<file path="src/rtl/cdb_arb_pkg.sv">
// Shared definitions for the CDB arbiter: FSM state encoding, default parameters
// and the circular index increment used for the round-robin pointer.
package cdb_arb_pkg;

    typedef enum logic [1:0] {
        ST_IDLE    = 2'd0,
        ST_GRANT   = 2'd1,
        ST_RELEASE = 2'd2
    } arb_state_t;

    localparam int DEF_NUM_REQ         = 4;
    localparam int DEF_PTR_W           = 2;
    localparam int DEF_HOLD_CYCLES     = 1;
    localparam int DEF_RELEASE_TIMEOUT = 8;
    localparam int DEF_CNT_W           = 16;

    // Next index after v in a ring of n entries (n-1 wraps to 0).
    function automatic int wrap_inc(input int v, input int n);
        return (v + 1 >= n) ? 0 : v + 1;
    endfunction

endpackage

</file>
<file path="src/rtl/cdb_rr_picker.sv">
// Combinational circular priority encoder: returns the first set request at or
// after ptr, wrapping past NUM_REQ-1 back to 0.
module cdb_rr_picker #(
    parameter int NUM_REQ = 4,
    parameter int PTR_W   = 2
) (
    input  logic [NUM_REQ-1:0] req,
    input  logic [PTR_W-1:0]   ptr,
    output logic               any,
    output logic [PTR_W-1:0]   idx
);

    int best;
    int off;

    // Each request's distance from ptr around the ring; smallest distance wins.
    always_comb begin
        any  = 1'b0;
        idx  = '0;
        best = NUM_REQ;
        off  = 0;
        for (int i = 0; i < NUM_REQ; i++) begin
            off = i - int'(ptr);
            if (off < 0) begin
                off = off + NUM_REQ;
            end
            if (req[i] && (off < best)) begin
                best = off;
                idx  = PTR_W'(i);
                any  = 1'b1;
            end
        end
    end

endmodule

</file>
<file path="src/rtl/cdb_arbiter.sv">
// Round-robin CDB arbiter: one-hot xmit grant held for HOLD_CYCLES, then waits for
// the owner to drop rts (bounded by RELEASE_TIMEOUT). Optional per-unit grant
// statistics are compiled in with the CDB_ARB_STATS_EN macro.
module cdb_arbiter
    import cdb_arb_pkg::*;
#(
    parameter int NUM_REQ         = DEF_NUM_REQ,
    parameter int PTR_W           = DEF_PTR_W,
    parameter int HOLD_CYCLES     = DEF_HOLD_CYCLES,
    parameter int RELEASE_TIMEOUT = DEF_RELEASE_TIMEOUT,
    parameter int CNT_W           = DEF_CNT_W
) (
    input  logic                     clock,
    input  logic                     reset_n,
`ifdef CDB_ARB_STATS_EN
    input  logic                     stats_clear,
    output logic [NUM_REQ*CNT_W-1:0] grant_count,
`endif
    input  logic [NUM_REQ-1:0]       rts,
    output logic [NUM_REQ-1:0]       xmit,
    output logic                     grant_valid,
    output logic [PTR_W-1:0]         grant_id,
    output logic                     busy,
    output logic                     error
);

    // One timer serves both the hold window and the release timeout.
    localparam int TMR_MAX = (HOLD_CYCLES > RELEASE_TIMEOUT) ? HOLD_CYCLES : RELEASE_TIMEOUT;
    localparam int TMR_W   = $clog2(TMR_MAX + 1);

    arb_state_t           state_reg, state_next;
    logic [NUM_REQ-1:0]   xmit_reg, xmit_next;
    logic [PTR_W-1:0]     grant_id_reg, grant_id_next;
    logic [PTR_W-1:0]     rr_ptr_reg, rr_ptr_next;
    logic [TMR_W-1:0]     tmr_reg, tmr_next;
    logic                 grant_valid_reg;
    logic                 busy_reg;
    logic                 error_reg, error_next;

    logic                 pick_any;
    logic [PTR_W-1:0]     pick_idx;
    logic [NUM_REQ-1:0]   pick_onehot;
    logic [NUM_REQ-1:0]   owner_sel;
    logic                 owner_rts;
    logic [PTR_W-1:0]     ptr_after_owner;

    cdb_rr_picker #(
        .NUM_REQ (NUM_REQ),
        .PTR_W   (PTR_W)
    ) u_picker (
        .req (rts),
        .ptr (rr_ptr_reg),
        .any (pick_any),
        .idx (pick_idx)
    );

    generate
        for (genvar gi = 0; gi < NUM_REQ; gi++) begin : g_decode
            assign pick_onehot[gi] = (pick_idx == PTR_W'(gi));
            assign owner_sel[gi]   = rts[gi] & (grant_id_reg == PTR_W'(gi));
        end
    endgenerate

    assign owner_rts       = |owner_sel;
    assign ptr_after_owner = PTR_W'(wrap_inc(int'(grant_id_reg), NUM_REQ));

    always_comb begin
        state_next    = state_reg;
        xmit_next     = xmit_reg;
        grant_id_next = grant_id_reg;
        rr_ptr_next   = rr_ptr_reg;
        tmr_next      = tmr_reg;
        error_next    = 1'b0;

        case (state_reg)
            ST_IDLE: begin
                xmit_next = '0;
                if (pick_any) begin
                    state_next    = ST_GRANT;
                    xmit_next     = pick_onehot;
                    grant_id_next = pick_idx;
                    tmr_next      = TMR_W'(HOLD_CYCLES - 1);
                end
            end
            ST_GRANT: begin
                // Window expired or owner withdrew: free the bus on this edge.
                if (!owner_rts || (tmr_reg == '0)) begin
                    state_next = ST_RELEASE;
                    xmit_next  = '0;
                    tmr_next   = '0;
                end else begin
                    tmr_next = tmr_reg - TMR_W'(1);
                end
            end
            ST_RELEASE: begin
                xmit_next = '0;
                if (!owner_rts) begin
                    state_next  = ST_IDLE;
                    rr_ptr_next = ptr_after_owner;
                end else if (tmr_reg == TMR_W'(RELEASE_TIMEOUT - 1)) begin
                    state_next  = ST_IDLE;
                    rr_ptr_next = ptr_after_owner;
                    error_next  = 1'b1;
                end else begin
                    tmr_next = tmr_reg + TMR_W'(1);
                end
            end
            default: begin
                state_next = ST_IDLE;
                xmit_next  = '0;
                tmr_next   = '0;
            end
        endcase
    end

    always_ff @(posedge clock or negedge reset_n) begin
        if (!reset_n) begin
            state_reg       <= ST_IDLE;
            xmit_reg        <= '0;
            grant_id_reg    <= '0;
            rr_ptr_reg      <= '0;
            tmr_reg         <= '0;
            grant_valid_reg <= 1'b0;
            busy_reg        <= 1'b0;
            error_reg       <= 1'b0;
        end else begin
            state_reg       <= state_next;
            xmit_reg        <= xmit_next;
            grant_id_reg    <= grant_id_next;
            rr_ptr_reg      <= rr_ptr_next;
            tmr_reg         <= tmr_next;
            grant_valid_reg <= |xmit_next;
            busy_reg        <= (state_next != ST_IDLE);
            error_reg       <= error_next;
        end
    end

    assign xmit        = xmit_reg;
    assign grant_valid = grant_valid_reg;
    assign grant_id    = grant_id_reg;
    assign busy        = busy_reg;
    assign error       = error_reg;

`ifdef CDB_ARB_STATS_EN
    logic grant_evt;
    assign grant_evt = (state_reg == ST_IDLE) && pick_any;

    generate
        for (genvar gi = 0; gi < NUM_REQ; gi++) begin : g_stats
            logic [CNT_W-1:0] cnt_reg;

            // Clear has priority over a same-cycle grant; counts saturate.
            always_ff @(posedge clock or negedge reset_n) begin
                if (!reset_n) begin
                    cnt_reg <= '0;
                end else if (stats_clear) begin
                    cnt_reg <= '0;
                end else if (grant_evt && (pick_idx == PTR_W'(gi)) && (cnt_reg != '1)) begin
                    cnt_reg <= cnt_reg + CNT_W'(1);
                end
            end

            assign grant_count[gi*CNT_W +: CNT_W] = cnt_reg;
        end
    endgenerate
`endif

endmodule

</file>
<file path="config.mk">
export PLATFORM = sky130hd
export DESIGN_NAME = cdb_arbiter
export DESIGN_NICKNAME = d
export VERILOG_FILES = /design/src/rtl/cdb_arb_pkg.sv /design/src/rtl/cdb_rr_picker.sv /design/src/rtl/cdb_arbiter.sv
export SDC_FILE = /design/constraint.sdc
export NUM_CORES = 1
export LEC_CHECK = 0
export ABC_AREA = 1
export CAP_MARGIN = 10
export CORE_MARGIN = 1
export CORE_UTILIZATION = 60
export CTS_CLUSTER_SIZE = 16
export DETAILED_ROUTE_END_ITERATION = 7
export DONT_BUFFER_PORTS = 1
export PLACE_DENSITY = 0.81
export SYNTH_ARGS = -nofsm -noshare
export SYNTH_HDL_FRONTEND = slang
export SYNTH_SLANG_ARGS = --single-unit
</file>
<file path="constraint.sdc">
create_clock -name clock -period 3.4 [get_ports clock]
set_clock_uncertainty 0.2 [all_clocks]
set_input_delay 1.02 -clock clock [delete_from_list [all_inputs] [get_ports clock]]
set_output_delay 1.02 -clock clock [all_outputs]
set_load 0.1 [all_outputs]
</file>
### After elaboration in Yosys (flattened, before gate mapping)

Cells that the tools add are included.

| cells by class | value |
|---|---|
| equal/unequal tests | 13 |
| $add $sub $neg | 11 |
| reduce and logical (&&, ||, !) cells | 16 |
| bitwise logic cells | 4 |
| multiplexer cells | 33 |
| magnitude comparators | 9 |

Operator list:

| kind | number |
|---|---|
| two-way mux 32 bit | 7 |
| adder 32 x 4 -> 32 bit, second input constant | 4 |
| less-than comparator 32 x 1 -> 1 bit, second input constant | 4 |
| less-than comparator 32 bit | 3 |
| less-than comparator 32 x 4 -> 1 bit, second input constant | 1 |
| two-way mux 4 bit | 6 |
| two-way mux 2 bit | 9 |
| case mux 4 bit (3 select lines) | 1 |
| equality test 2 bit, second input constant | 5 |
| two-way mux 1 bit | 8 |
| case mux 4 bit (2 select lines) | 1 |
| OR reduction 4 bit | 2 |
| equality test 2 x 1 -> 1 bit, second input constant | 3 |
| logical NOT 2 bit | 3 |
| != test 2 bit, second input constant | 3 |
| case mux 2 bit (3 select lines) | 1 |
| subtractor 1 x 2 -> 3 bit, first input constant | 2 |
| subtractor 2 x 2 -> 3 bit, first input constant | 2 |
| adder 4 x 1 -> 4 bit, second input constant | 1 |
| AND 1 bit | 4 |
| equality test 4 x 3 -> 1 bit, second input constant | 1 |
| logical AND 1 bit | 4 |
| logical NOT 4 bit | 1 |
| AND reduction 2 bit | 2 |
| other kinds (8) | 8 |

| storage, ports and cells | value |
|---|---|
| register bits | 17 |
| input port bits | 6 |

### Longest topological paths before layout

Gate-level depths: netlist of the first run.

| logic depth | value |
|---|---|
| depth in word-level cells | 19 |
| gate-level depth with buffers | 21 |

### By module

Synthesis of the first run repeated with hierarchy kept, for this count alone.

| unflattened totals | value |
|---|---|
| cell total of the unflattened synthesis | 178 |
| area, all modules | 1293.7 µm² |

Modules (own cells, without submodules):

| module | times used | area an instance (µm²) | cells an instance |
|---|---|---|---|
| cdb_arbiter | 1 | 1102.3 | 141 |
| cdb_rr_picker | 1 | 191.4 | 37 |

### Worst setup path after synthesis of the first run

Ideal clock, no wire load.

| path | value |
|---|---|
| kind | input to register |
| start | in rts[0] |
| end | reg grant_valid_reg, in the netlist grant_valid |
| stages on the path | 20 |
| arrival | 2.816 ns |
| slack | 0.267 ns |
| library setup time | 0.117 ns |
| cell sequence | o21ai_0 > nand2_1 > o21ai_0 > o21ai_0 > ha_1 > inv_1 > nor2_1 > nand2_2 > nand3_4 > nand2_1 > o21ai_0 > ha_1 > inv_1 > nor2_1 > nand2_2 > nand3_4 > nand4_1 > nand2_2 > nor2_1 > nand2_1 |

| between the ends | value |
|---|---|
| word-level cells in the longest chain between the ends | 15 |

RTL lines:

| what | RTL line | text |
|---|---|---|
| from (decl) | cdb_arbiter.sv:19 | `input logic [NUM_REQ-1:0] rts,` |
| logical AND 1 bit | cdb_rr_picker.sv:27 | `if (req[i] && (off < best)) begin` |
| two-way mux 32 bit | cdb_rr_picker.sv:27 |  |
| less-than comparator 32 bit | cdb_rr_picker.sv:27 |  |
| logical AND 1 bit | cdb_rr_picker.sv:27 |  |
| two-way mux 32 bit | cdb_rr_picker.sv:27 |  |
| less-than comparator 32 bit | cdb_rr_picker.sv:27 |  |
| logical AND 1 bit | cdb_rr_picker.sv:27 |  |
| two-way mux 32 bit | cdb_rr_picker.sv:27 |  |
| less-than comparator 32 bit | cdb_rr_picker.sv:27 |  |
| logical AND 1 bit | cdb_rr_picker.sv:27 |  |
| two-way mux 2 bit | cdb_rr_picker.sv:27 |  |
| equality test 2 x 1 -> 1 bit | cdb_arbiter.sv:59 | `assign pick_onehot[gi] = (pick_idx == PTR_W'(gi));` |
| two-way mux 4 bit | cdb_arbiter.sv:78 | `if (pick_any) begin` |
| case mux 4 bit (2 select lines) * | cdb_arbiter.sv:75 | `case (state_reg)` |
| via xmit_next[1] | cdb_arbiter.sv:32 | `logic [NUM_REQ-1:0] xmit_reg, xmit_next;` |
| OR reduction 4 bit * | cdb_arbiter.sv:132 | `grant_valid_reg <= \|xmit_next;` |
| to (signal assigned) | cdb_arbiter.sv:132 |  |
| to (decl) | cdb_arbiter.sv:36 | `logic grant_valid_reg;` |

The timed path passes the listed nets; every way through them passes the cells marked *.
A chain may end at the register's enable or synchronous reset.

### Worst setup path after layout of the first run

Ends and elaborated chain as after synthesis.

==> summary.txt, run 1 <==
Status
  • Status: finished clean

Clock tree
  • CTS H-tree lvls: 1
  • Postcts setup bufs: 0
  • Cts hold-fix bufs: 0
  • TritonCTS clock tree: done
  • Clock latency at the later pin of the worst-skew pair: 0.29 ns
  • CTS clk-pin slew, worst paths: 0.10 ns
  • Cts repair resizes: 0
  • CTS buffer count: 3
  • Root Buffer: clkbuf_4
  • Clk sinks: 17
  • Clock tree buffer depth: 2

Routing
  • DRT iter0 DRCs: 24
  • Drt drc: 0
  • Drt wl/cell: 12.33 um
  • WL final: 2232 um
  • DR pass1 iterations: 4
  • Met3 WL: 104 um
  • Vias: 952
  • Top Metal Used: met4
  • WL met2: 1098 um
  • Vias per inst: 5.260
  • Antenna Nets Post-Route: 0
  • Post-route met1 wirelength: 1014 um

Global route
  • Vias in the first global route: 857
  • Initial antenna violation count: 0
  • Largest net degree at the start of global routing: 18
  • GRT Resource Usage Total: 0.2207
  • First-pass GRT wire length: 3505 um
  • Aggregate global routing overflow: 0

Logic synthesis
  • Synth Area in Adders: 0.1192
  • Mux cell area share after synthesis: 0
  • Synth Area in XOR/XNOR: 0.02085
  • Leading area contributor after synthesis: dfrtp_1
  • Post-synthesis sequential area ratio: 0.3376
  • Dominant cells by area after synthesis: dfrtp_1, ha_1, inv_1
  • Synth Instances: 147
  • Post-Synth Simple-Gate Area: 0.2493
  • Syn. warnings: 0
  • Combinational family with the most area after synthesis: simple AND/OR/NAND/NOR gates
  • Syn_area_per_cell: 8.571 sq um
  • Share of the synthesized area in the top cell type: 0.3376
  • #FFs+latches synth: 17
  • Compound-Gate Fraction of Synth Area: 0.1718
  • Distinct cells, synth: 31
  • Syn nets: 165
  • Mapped cell area: 1260 sq um

Setup path
  • CP max-delay cell: ha_1
  • CP delay by family, top: simple AND/OR/NAND/NOR gates
  • Reg2reg end: grant_valid$_DFF_PN0_
  • Most used cell, CP: o21ai_0
  • Critical path buffers and inverters: 2
  • Critical Path Start Type: primary input
  • Reg-to-reg slack, setup: 0.53 ns
  • Max incr delay on CP: 0.30 ns
  • Worst R2R Path Depth: 21
  • Req. time, crit path: 3.39 ns
  • CP Cell Sequence: o21ai_0, nand2_1, o21ai_0, o21ai_0, ha_1, inv_1, nor2_1, nand2_2, nand3_4, nand2_1, o21ai_0, ha_1, inv_1, nor2_1, nand2_2, nand3_4, nand4_1, nand2_2, nor2_1, nand2_1
  • Worst path arrival time: 3.00 ns
  • CP endpoint kind: flip-flop
  • Critical path class: primary input to flip-flop
  • Worst r2r src: rr_ptr_reg[0]$_DFFE_PN0P_
  • Crit path max fanout: 7

STA
  • Worst setup margin: 0.3878 ns
  • Unrepaired setup endpoints after global routing: false
  • Achievable Freq: 332.0 MHz
  • Setup TNS: 0 ns
  • Slew Limit Fails: 0
  • Max transition margin: 0.3955
  • Final Hold Viols: 0
  • Count of endpoints failing setup in the final report: 0
  • Worst Tran Pin Value: 0.9067 ns
  • Fin crit share: 0.8859
  • Minimum clock period: 3.012 ns

Die
  • Die ar.: 2287 sq um
  • Starting Density: 0.6422
  • Core Area: 1962 sq um
  • Placement Rows: 16
  • Die height: 47.83 um
  • IO Pins: 15
  • Die W: 47.83 um

Final layout
  • Post-layout nets: 173
  • Ratio of cells with drive above 1 in the final layout: 0.2532
  • Layout area overhead: 6.654%
  • Post-route cell area: 1344 sq um
  • Final core utilization: 0.6849
  • ANT cells: 0
  • Fillcell total: 166

Hold path
  • HP Class: primary input to async pin

Place
  • Gpl congestion: 0.8504
  • DP HPWL: 1811 um
  • Dpl ws: 0.06423 ns
  • Port Buffers: 0
  • Placed cell area: 1316 sq um

Job
  • Max-cap violations: 0
==> cells in the final DEF, fill, tap and decap left out, types with 2 or more instances in the layout <==
master | netlist | final
inv_1 | 26 | 26
nand2_1 | 17 | 17
dfrtp_1 | 17 | 17
ha_1 | 12 | 12
o21ai_0 | 9 | 9
inv_2 | 8 | 8
nand3_1 | 7 | 7
nand2_2 | 7 | 7
nor2_1 | 5 | 5
o22ai_1 | 4 | 4
o21ai_1 | 4 | 4
nor2_2 | 3 | 3
nand2_4 | 3 | 3
nand4_1 | 3 | 3
clkbuf_4 | 0 | 3
buf_4 | 0 | 3
xnor2_1 | 2 | 2
nand3_4 | 2 | 2
a21oi_1 | 2 | 2
a21oi_4 | 2 | 2
o31ai_1 | 2 | 2
==> cell usage after synthesis, drive strengths merged <==
cell type	number
nand2	27
o31ai	3
a31oi	1
o211ai	2
nand4	3
xnor2	2
nand3	10
nor3	1
xor2	1
dfrtp	17
inv	34
o21ai	14
nor2	10
a21oi	4
a32oi	1
ha	12
o22ai	5
==> per-stage QoR <==
| step | cells | hold WS [ns] |
|---|---|---|
| floorplan | 147 | 0.3909 |
| global placement | 177 | 0.3482 |
| detailed placement | 177 | 0.3590 |
| CTS | 181 | 0.2017 |
| global route | 181 | 0.1926 |
| finish | 181 | 0.2102 |
==> worst reg2reg max path, stage by stage, from the launching register on <==
cell     delay [ns]
dfrtp_1        0.41
inv_1          0.09
o21ai_0        0.14
nand2_1        0.11
o21ai_0        0.08
o21ai_0        0.13
ha_1           0.30
inv_1          0.04
nor2_1         0.13
nand2_2        0.08
nand3_4        0.10
nand2_1        0.06
o21ai_0        0.09
ha_1           0.25
inv_1          0.05
nor2_1         0.04
nand2_2        0.08
nand3_4        0.10
nand4_1        0.11
nand2_2        0.06
nor2_1         0.08
nand2_1        0.05
==> worst max-delay path by stage <==
stage	start	end	slack, ns	cells after the start
6_report	rts[0]	grant_valid$_DFF_PN0_	0.39	20
5_1_grt	rts[0]	grant_valid$_DFF_PN0_	0.18	20
4_1_cts	rts[0]	grant_valid$_DFF_PN0_	0.39	20
3_5_place_dp	rts[0]	grant_valid$_DFF_PN0_	0.06	20
3_3_place_gp	rts[0]	grant_valid$_DFF_PN0_	0.16	20
2_1_floorplan	rts[0]	grant_valid$_DFF_PN0_	0.27	20
==> cell type report <==
type	count	area [sq um]	share of cell area
clock buffers	3	22.52	0.01676
flip-flops and latches	17	425.4	0.3166
multi-input cells	96	706.9	0.5261
clock inverters	1	5.005	0.003724
inverters	34	127.6	0.09497
repair buffers	3	22.52	0.01676
well taps	27	33.78	0.02514
==> cells by family after synthesis <==
family | count (synthesis)
buf+inv | 34
simple gates | 51
flops | 17
compound gates | 30
fa+ha+maj | 12
xor+xnor | 3
==> layer usage <==
layer	track usage	vias up
met4	0.07222	0
met3	0.03774	2
met1	0.2998	441
li1	-	490
met2	0.3568	19
met5	0	-
Power of run 1 is left out: the tool's default activity adds up to more than one toggle a clock period on the data nets, which glitch-free logic cannot reach.
==> run 2, diff against run 1 <==
--- a/config.mk
+++ b/config.mk
@@ -9,6 +9,7 @@
 export CAP_MARGIN = 10
 export CORE_MARGIN = 1
 export CORE_UTILIZATION = 60
+export CTS_BUF_LIST = sky130_fd_sc_hd__clkbuf_4 sky130_fd_sc_hd__clkbuf_8
 export CTS_CLUSTER_SIZE = 16
 export DETAILED_ROUTE_END_ITERATION = 7
 export DONT_BUFFER_PORTS = 1
==> results of run 2 <==
The final DEF is identical to that of run 1; final timing and power are the same.
Power of run 2 is left out for the same reason.
==> run 3, diff against run 2 <==
==> constraint.sdc (replaced) <==
create_clock -name clock -period 3.8 [get_ports clock]
set_clock_uncertainty 0.2 [all_clocks]
set_input_delay 1.14 -clock clock [delete_from_list [all_inputs] [get_ports clock]]
set_output_delay 1.14 -clock clock [all_outputs]
set_load 0.1 [all_outputs]
==> summary.txt, run 3 (synthesis results as in run 1) <==
Clock tree
  • Postcts setup bufs: 0 (unchanged)
  • Clock latency at the later pin of the worst-skew pair: 0.30 ns (was 0.29 ns)
  • Cts repair resizes: 0 (unchanged)
  • CTS H-tree lvls: 1 (unchanged)
  • Root Buffer: clkbuf_4 (unchanged)
  • Clk sinks: 17 (unchanged)
  • Clock tree buffer depth: 2 (unchanged)
  • TritonCTS clock tree: done (unchanged)
  • Cts hold-fix bufs: 0 (unchanged)
  • CTS clk-pin slew, worst paths: 0.11 ns (was 0.10 ns)
  • CTS buffer count: 3 (unchanged)

Job
  • Max-cap violations: 0 (unchanged)

Final layout
  • Commonest non-fill, non-tap cell in the layout: inv_1 (unchanged)
  • Layout area overhead: 5.461% (was 6.654%)
  • ANT cells: 0 (unchanged)
  • Most frequent cells in the layout: inv_1, nand2_1, dfrtp_1, ha_1, o21ai_0 (unchanged)
  • Ratio of cells with drive above 1 in the final layout: 0.2434 (was 0.2532)
  • Layout Cells excl Fill: 179 (was 181)
  • Post-layout nets: 171 (was 173)
  • Final core utilization: 0.6773 (was 0.6849)

Setup path
  • CP delay by family, top: simple AND/OR/NAND/NOR gates (unchanged)
  • Critical path buffers and inverters: 2 (unchanged)
  • Critical Path Start Type: primary input (unchanged)
  • Critical path class: primary input to flip-flop (unchanged)
  • Req. time, crit path: 3.84 ns (was 3.39 ns)
  • CP max-delay cell: ha_1 (unchanged)
  • CP endpoint kind: flip-flop (unchanged)
  • Worst path arrival time: 3.24 ns (was 3.00 ns)
  • CP Cell Sequence: o21ai_0, nand2_1, o21ai_0, ha_1, inv_1, nor2_1, nand2_2, nand3_4, nand2_1, o21ai_0, ha_1, inv_1, nor2_1, nand2_2, nand3_4, nand4_1, nand2_2, nor2_1, nand2_1 (was o21ai_0, nand2_1, o21ai_0, o21ai_0, ha_1, inv_1, nor2_1, nand2_2, nand3_4, nand2_1, o21ai_0, ha_1, inv_1, nor2_1, nand2_2, nand3_4, nand4_1, nand2_2, nor2_1, nand2_1)
  • Reg-to-reg slack, setup: 0.84 ns (was 0.53 ns)
  • Max incr delay on CP: 0.29 ns (was 0.30 ns)
  • Crit path max fanout: 7 (unchanged)

Place
  • Gpl congestion: 0.9397 (was 0.8504)
  • Port Buffers: 0 (unchanged)
  • Inst Count DP: 175 (was 177)
  • DP HPWL: 1789 um (was 1811 um)
  • Dpl ws: 0.2838 ns (was 0.06423 ns)

Global route
  • Largest net degree at the start of global routing: 18 (unchanged)
  • Initial antenna violation count: 0 (unchanged)
  • Aggregate global routing overflow: 0 (unchanged)
  • First-pass GRT wire length: 3663 um (was 3505 um)
  • GRT Resource Usage Total: 0.2269 (was 0.2207)
  • Vias in the first global route: 888 (was 857)

STA
  • Achievable Freq: 312.3 MHz
  • Fin crit share: 0.8427
  • Max transition margin: 0.3432 (was 0.3955)
  • Final Hold Viols: 0 (unchanged)
  • Unrepaired setup endpoints after global routing: false (unchanged)
  • Slew Limit Fails: 0 (unchanged)
  • Setup TNS: 0 ns (unchanged)
  • Worst Tran Pin Value: 0.9852 ns (was 0.9067 ns)
  • Worst setup margin: 0.5978 ns (was 0.3878 ns)
  • Minimum clock period: 3.202 ns
  • Count of endpoints failing setup in the final report: 0 (unchanged)

Routing
  • Drt wl/cell: 12.78 um (was 12.33 um)
  • WL final: 2287 um (was 2232 um)
  • DRT iter0 DRCs: 15 (was 24)
  • DR pass1 iterations: 4 (unchanged)
  • Vias: 967 (was 952)
  • Antenna Nets Post-Route: 0 (unchanged)
  • Drt drc: 0 (unchanged)
  • Vias per inst: 5.402 (was 5.260)

Die
  • Placement Rows: 16 (unchanged)
  • Die height: 47.83 um (unchanged)
  • Die ar.: 2287 sq um (unchanged)
  • IO Pins: 15 (unchanged)
  • Starting Density: 0.6422 (unchanged)
  • Core Area: 1962 sq um (unchanged)
  • Die W: 47.83 um (unchanged)

Status
  • Status: finished clean (unchanged)

Hold path
  • HP Class: primary input to async pin (unchanged)
==> run 3: cell count changes in the layout (fill, tap and decap cells not counted), sizes merged <==
cell / delta
buf: -2
==> run 3: layout make-up <==
| type | count | area [sq um] |
|---|---|---|
| well taps | 27 | 33.78 |
| inverters | 34 | 127.6 |
| multi-input cells | 96 | 706.9 |
| clock inverters | 1 | 5.005 |
| clock buffers | 3 | 22.52 |
| repair buffers | 1 | 7.507 |
| fillers | 175 | 633.1 |
| flip-flops and latches | 17 | 425.4 |
==> run 3: metal layers <==
| metal | global-route usage | wire length [um] |
|---|---|---|
| met2 | 0.3486 | 1063 |
| met3 | 0.04528 | 126 |
| met4 | 0.06667 | 12 |
| met1 | 0.3239 | 1083 |
| met5 | 0 | 0 |
==> run 3: path summary, 6_finish.rpt <==
check / from / end / depth (start not counted)
setup / recovery: rts[0] / grant_valid$_DFF_PN0_ / 19
hold / removal: reset_n / state_reg[1]$_DFF_PN0_ / 0
setup reg to reg: rr_ptr_reg[0]$_DFFE_PN0P_ / grant_valid$_DFF_PN0_ / 20
hold reg to reg: rr_ptr_reg[1]$_DFFE_PN0P_ / rr_ptr_reg[1]$_DFFE_PN0P_ / 2
max in group asynchronous: reset_n / grant_valid$_DFF_PN0_ / 0
min in group clock: rr_ptr_reg[1]$_DFFE_PN0P_ / rr_ptr_reg[1]$_DFFE_PN0P_ / 2
==> run 3: through the flow <==
step           cell area, sq um  hold WS [ns]
4_1_cts                    1329        0.3122
6_report                   1329        0.3199
2_1_floorplan              1260        0.3909
3_5_place_dp               1301        0.4412
3_3_place_gp               1301        0.4272
5_1_grt                    1329        0.3045
Power of run 3 is left out for the same reason.
